[src/rtl/toggle_gen.sv]
// Burst generator for a downstream t_ff: issues `num` one-cycle t pulses spaced
// div+1 clocks apart, with busy/left status and a one-cycle done strobe.
module toggle_gen #(
    parameter int W = 8
) (
    input  logic         clk,
    input  logic         restn,
    input  logic         start,
    input  logic         abort,
    input  logic [W-1:0] div,
    input  logic [W-1:0] num,
    output logic         t,
    output logic         busy,
    output logic         done,
    output logic [W-1:0] left
);

    typedef enum logic [1:0] {IDLE, RUN, DONE} state_t;

    state_t       state, state_n;
    logic [W-1:0] cnt, cnt_n;
    logic [W-1:0] div_q, div_n;
    logic [W-1:0] num_q, num_n;
    logic [W-1:0] sent, sent_n;
    logic         fire;
    logic         busy_n, done_n;
    logic [W-1:0] left_n;

    always_comb begin
        state_n = state;
        cnt_n   = cnt;
        div_n   = div_q;
        num_n   = num_q;
        sent_n  = sent;
        fire    = 1'b0;
        case (state)
            IDLE: begin
                if (start) begin
                    div_n  = div;
                    num_n  = num;
                    sent_n = '0;
                    cnt_n  = '0;
                    if (num == '0) begin
                        state_n = DONE;
                    end else begin
                        state_n = RUN;
                        // The accept edge is the first spacing tick: div=0 pulses
                        // at once, otherwise counting resumes from 1.
                        if (div == '0) begin
                            fire   = 1'b1;
                            sent_n = W'(1);
                        end else begin
                            cnt_n = W'(1);
                        end
                    end
                end
            end
            RUN: begin
                if (abort) begin
                    state_n = IDLE;
                end else if (sent == num_q) begin
                    state_n = DONE;
                end else if (cnt == div_q) begin
                    fire   = 1'b1;
                    cnt_n  = '0;
                    sent_n = sent + W'(1);
                end else begin
                    cnt_n = cnt + W'(1);
                end
            end
            DONE:    state_n = IDLE;
            default: state_n = IDLE;
        endcase
        busy_n = (state_n == RUN);
        done_n = (state_n == DONE);
        left_n = (state_n == RUN) ? (num_n - sent_n) : '0;
    end

    always_ff @(posedge clk or posedge restn) begin
        if (restn) begin
            state <= IDLE;
            cnt   <= '0;
            div_q <= '0;
            num_q <= '0;
            sent  <= '0;
            t     <= 1'b0;
            busy  <= 1'b0;
            done  <= 1'b0;
            left  <= '0;
        end else begin
            state <= state_n;
            cnt   <= cnt_n;
            div_q <= div_n;
            num_q <= num_n;
            sent  <= sent_n;
            t     <= fire;
            busy  <= busy_n;
            done  <= done_n;
            left  <= left_n;
        end
    end

endmodule

[config.mk]
export PLATFORM = sky130hd
export DESIGN_NAME = toggle_gen
export DESIGN_NICKNAME = d
export VERILOG_FILES = /design/src/rtl/toggle_gen.sv
export SDC_FILE = /design/constraint.sdc
export NUM_CORES = 1
export LEC_CHECK = 0
export ABC_CLOCK_PERIOD_IN_PS = 3500
export BUFFER_PORTS_ARGS = -buffer_cell sky130_fd_sc_hd__clkbuf_2
export CAP_MARGIN = 10
export CORE_ASPECT_RATIO = 0.8
export CORE_MARGIN = 2
export CORE_UTILIZATION = 51
export DETAILED_ROUTE_END_ITERATION = 6
export GPL_TIMING_DRIVEN = 0
export PLACE_DENSITY_LB_ADDON = 0.1
export SYNTH_ARGS = -nofsm -noshare
export SYNTH_HDL_FRONTEND = slang
export SYNTH_SLANG_ARGS = --single-unit
[constraint.sdc]
create_clock -name clk -period 3.5 [get_ports clk]
set_input_delay 0.525 -clock clk [delete_from_list [all_inputs] [get_ports clk]]
set_output_delay 0.525 -clock clk [all_outputs]
set_load 0.005 [all_outputs]
Word level (Yosys, flattened, before mapping)
Cells that the tools add are included.
{ "classes": {"add_sub_neg": 3, "eq_ne": 8, "mux": 29, "n_reduce_logical": 6} }
{ "ops": {"columns": ["op", "n"], "rows": [
  ["8-bit 2-to-1 mux", 11],
  ["8-bit one-hot mux with 2 select lines", 2],
  ["8-bit by 1-bit adder with 8-bit output (second input constant)", 2],
  ["8-bit equality test", 2],
  ["8-bit logical NOT", 2],
  ["1-bit 2-to-1 mux", 10],
  ["2-bit 2-to-1 mux", 4],
  ["8-bit subtractor", 1],
  ["2-bit != test (second input constant)", 3],
  ["2-bit by 1-bit equality test with 1-bit output (second input constant)", 2],
  ["2-bit one-hot mux with 2 select lines", 1],
  ["4-bit AND reduction", 1],
  ["2-bit equality test (second input constant)", 1],
  ["2-bit logical NOT", 1],
  ["1-bit one-hot mux with 2 select lines", 1],
  ["2-bit AND reduction", 1],
  ["2-bit nonzero test", 1]
]} }
{ "totals": {"reg_bits": 45, "input_bits": 20, "wordCells": 55} }

Logic depth before layout (Yosys ltp)
{ "depth": {"depth_word": 7, "depth_mapped": 15} }

Least setup slack after synthesis
No wires, ideal clock.
{ "synth_timing": {"path_kind": "register to register", "start": "reg cnt[1]", "end": "reg left[6]", "arrival_ps": 2849, "t_required_ps": 3355, "slack_ps": 505, "stages_incl_launch_ff": 14, "synth_period_minus_slack_ps": 2995, "path_cell_list": "dfrtp_1 -> xor2_1 -> nor4_4 -> o2111ai_4 -> nor2_1 -> mux2_2 -> ha_1 -> nor2b_1 -> o21ai_0 -> nand2b_1 -> a21o_1 -> a21oi_1 -> xor2_1 -> nor2_1"} }
{ "synth_between": {"elab_chain_len": 7} }
{ "synth_rtl": {"columns": ["item", "line", "text"], "rows": [
  ["start: declaration", "21", "logic [W-1:0] cnt, cnt_n;"],
  ["start signal: assignment", "92", "cnt <= cnt_n;"],
  ["8-bit equality test", "63", "end else if (cnt == div_q) begin"],
  ["8-bit 2-to-1 mux", "63", null],
  ["8-bit 2-to-1 mux", "61", "end else if (sent == num_q) begin"],
  ["8-bit 2-to-1 mux", "59", "if (abort) begin"],
  ["8-bit one-hot mux with 2 select lines", "36", "case (state)"],
  ["8-bit subtractor", "76", "left_n = (state_n == RUN) ? (num_n - sent_n) : '0;"],
  ["8-bit 2-to-1 mux", "76", null],
  ["net left_n[6]", "27", "logic [W-1:0] left_n;"],
  ["end signal: assignment", "99", "left <= left_n;"],
  ["end: declaration", "15", "output logic [W-1:0] left"]
]} }
The timed path passes the listed nets, and every way through them passes these cells.
A chain may end at the register's enable or synchronous reset.

Final worst setup path
{ "layout_timing": {"start": "reg cnt[2]", "end": "reg left[7]"} }
The elaborated chain is that of the path after synthesis.

==> results_dict.tcl <==
set metrics [dict create \
    cts_tree "built" \
    ctsHoldBuffers 0 \
    syn_nets 284 \
    fin_crit_sh 0.953 \
    r2r-start "cnt[2]" \
    postSynthAreaPerCell_um2 9.53 \
    critPathRequiredTime_ns 3.72 \
    setup_viol_count_final 0 \
    p_switching_mw 0.548 \
    synth_edf_count 0 \
    slew_headroom 0.284 \
    skew_ns 0.00720 \
    dp_slack_ns 0.0742 \
    synth_cell_type_count 38 \
    maxSlewViolCount 0 \
    p_leak_nw 1.38 \
    clock-sinks 45 \
    swShare 0.356 \
    netlist_area_um2 2410 \
    n_antenna_cell 0 \
    syn_to_final_growth_pct 15.8 \
    design_area_um2 2790 \
    max_freq_mhz 300 \
    share_comb_of_total_power 0.338 \
    period_needed_ns 3.33 \
    cts_htree_levels 2 \
    yosys.area.top_type "dfrtp_1" \
    root_buffer "clkbuf_8" \
    vias 1855 \
    power.internal_mw 0.993 \
    crit_path_end_kind "flip-flop" \
    drtPass1Iterations 4 \
    cts-buffers-inserted 5 \
    postPlaceCellArea_um2 2660 \
    synthArstFlopShare 1.00 \
    final_cell_mix "nand2_1, dfrtp_1, clkbuf_2" \
    ys_seq_elements 45 \
    initialDrtViolationCount 139 \
    postRouteAntennaNets 0 \
    grt_max_degree 37 \
    antenna_found_initial 0 \
    grt_pass1_vias 1752 \
    routed_via_density 5.24 \
    hold_viol_final 0 \
    path_class "flip-flop to flip-flop" \
    drive_gt1_frac 0.204 \
    grt_use_total 0.222 \
    drc_errors 0 \
    p_clk_frac 0.211 \
    cp_max_fo 7 \
    cp.arrival_ns 3.55 \
    fp.dieW_um 80.9 \
    worstSkewPairLatency_ns 0.30 \
    critical_path.startpoint "cnt[2]" \
    yosys_warnings 0 \
    cts_buffer_depth 2 \
    syn_inst 253 \
    outcome "finished clean" \
    numPortBuffers 30 \
    ios 31 \
    power.total_mw 1.54 \
    fin_util 0.611 \
    worst_hold_slack_ns 0.121 \
    die-area_um2 5300 \
    synth_area_leaders "dfrtp_1, nand2_1, xor2_1" \
    die_y_um 65.5 \
    drt_wl_total_um 5090 \
    timing.final.ws_setup_ns 0.165 \
    ir_drop_uv 270 \
    final_common_cell "nand2_1" \
    num_rows 22 \
    grt_pass1_wl_um 8670 \
    worst_pin_slew_ns 1.07 \
    worst_r2r_path_depth 12 \
    min_path_type "input pin to asynchronous set/reset pin" \
    coreArea_um2 4570 \
    powerDensity_nw_per_um2 551 \
    gp_congestion 0.815 \
    fin_nets 325 \
    initial_core_util 0.528 \
    yosysSeqAreaShare 0.467 \
    avgRoutedWirePerCell_um 14.4 \
    cts.clk_slew.worst_paths_ns 0.08 \
    start_kind "flip-flop" \
    ys.flop_type "dfrtp_1" \
    seqPwrFrac 0.451 \
    gr-total-overflow 0 \
    maxCapViolCount 0 \
    synth_top_area_frac 0.467 \
    hpwl_um 3800 \
]
-- synthesized netlist by cell type, types with 2 or more instances --
master	instances
ha_1	10
nand2_1	56
nand2b_1	3
mux2_2	3
dfrtp_1	45
nand3_1	3
nor4_1	4
nor4_4	2
or2_2	2
o32ai_1	2
nor2_1	24
nor2b_1	4
nor3_1	3
clkbuf_1	4
xor2_1	16
o21ai_0	9
xnor2_1	10
inv_1	14
a21oi_1	5
and3_1	2
a22oi_1	3
mux2i_1	4
and4_1	2
inv_2	2
nand4_1	8
-- worst max-delay path: stages, from the launching register on --
cell	delay (ns)
dfrtp_2	0.45
xor2_1	0.19
nor4_4	0.41
o2111ai_4	0.26
nor2_2	0.19
and4_1	0.25
mux2_2	0.36
ha_1	0.33
nor3_1	0.07
nor2_1	0.11
o41ai_2	0.10
or3_1	0.38
a21oi_1	0.15
-- timing repair --
action                     CTS  global route
resized for setup            0            13
setup endpoints to repair    0             2
setup buffers                0             3
-- kinds of logic (layout without fill, tap and decap cells) --
kind of cell,after synthesis,count (layout),share of synthesized area
AOI/OAI and AO/OA,26,26,0.0773
xor gates and xnor gates,26,26,0.0944
adders and majority gates,11,11,0.0602
buffers and inverters,20,61,0.0311
DFF,45,45,0.467
muxes,8,8,0.0353
and+or+nand+nor,117,117,0.235
-- registers in the layout (all words and copies together) (netlist names), named ones only --
| signal | flops |
|---|---|
| cnt | 8 |
| div_q | 8 |
| left | 8 |
| num_q | 8 |
| sent | 6 |
| state | 2 |
| busy | 1 |
| done | 1 |
| t | 1 |
-- final timing paths --
path	slack [ns]	endpoint
max	0.17	left[7]
min	0.12	left[1]
max reg2reg	0.17	left[7]
min reg2reg	0.50	div_q[1]
max in group asynchronous	2.91	cnt[2]
min in group clk	0.43	div_q[2]
-- layer usage --
layer / part of all wire / GRT usage / wire [µm] / vias up
met1: 0.54 / 0.346 / 2730 / 873
met5: 0 / 0 / 0 / -
met2: 0.40 / 0.299 / 2030 / 44
li1: - / - / - / 930
met4: 0.012 / 0.0699 / 63 / 0
met3: 0.054 / 0.0549 / 274 / 8
-- power groups by stage --
stage               Combinational, mW  Clock [mW]  Sequential, mW
detailed placement              0.501           0           0.705
CTS                             0.505       0.331           0.696
global placement                0.495           0           0.702
finish                          0.520       0.325           0.696
global route                    0.590       0.357           0.709
floorplan                       0.365           0           0.693
-- through the flow --
step	TNS (ns)	std cells
after floorplan	0	253
after global placement	0	343
after detailed placement	0	344
after CTS	0	351
after global routing	-0.00498	354
final	0	354
-- final cells by class --
class,instances,area (µm²)
clock buffers,7,86.3
repair buffers,34,193
fillers,418,1780
well taps,60,75.1
inverters,16,60.1
multi-input cells,188,1230
plain buffers,4,17.5
flip-flops and latches,45,1130
Power figures use the tool's default switching activity.
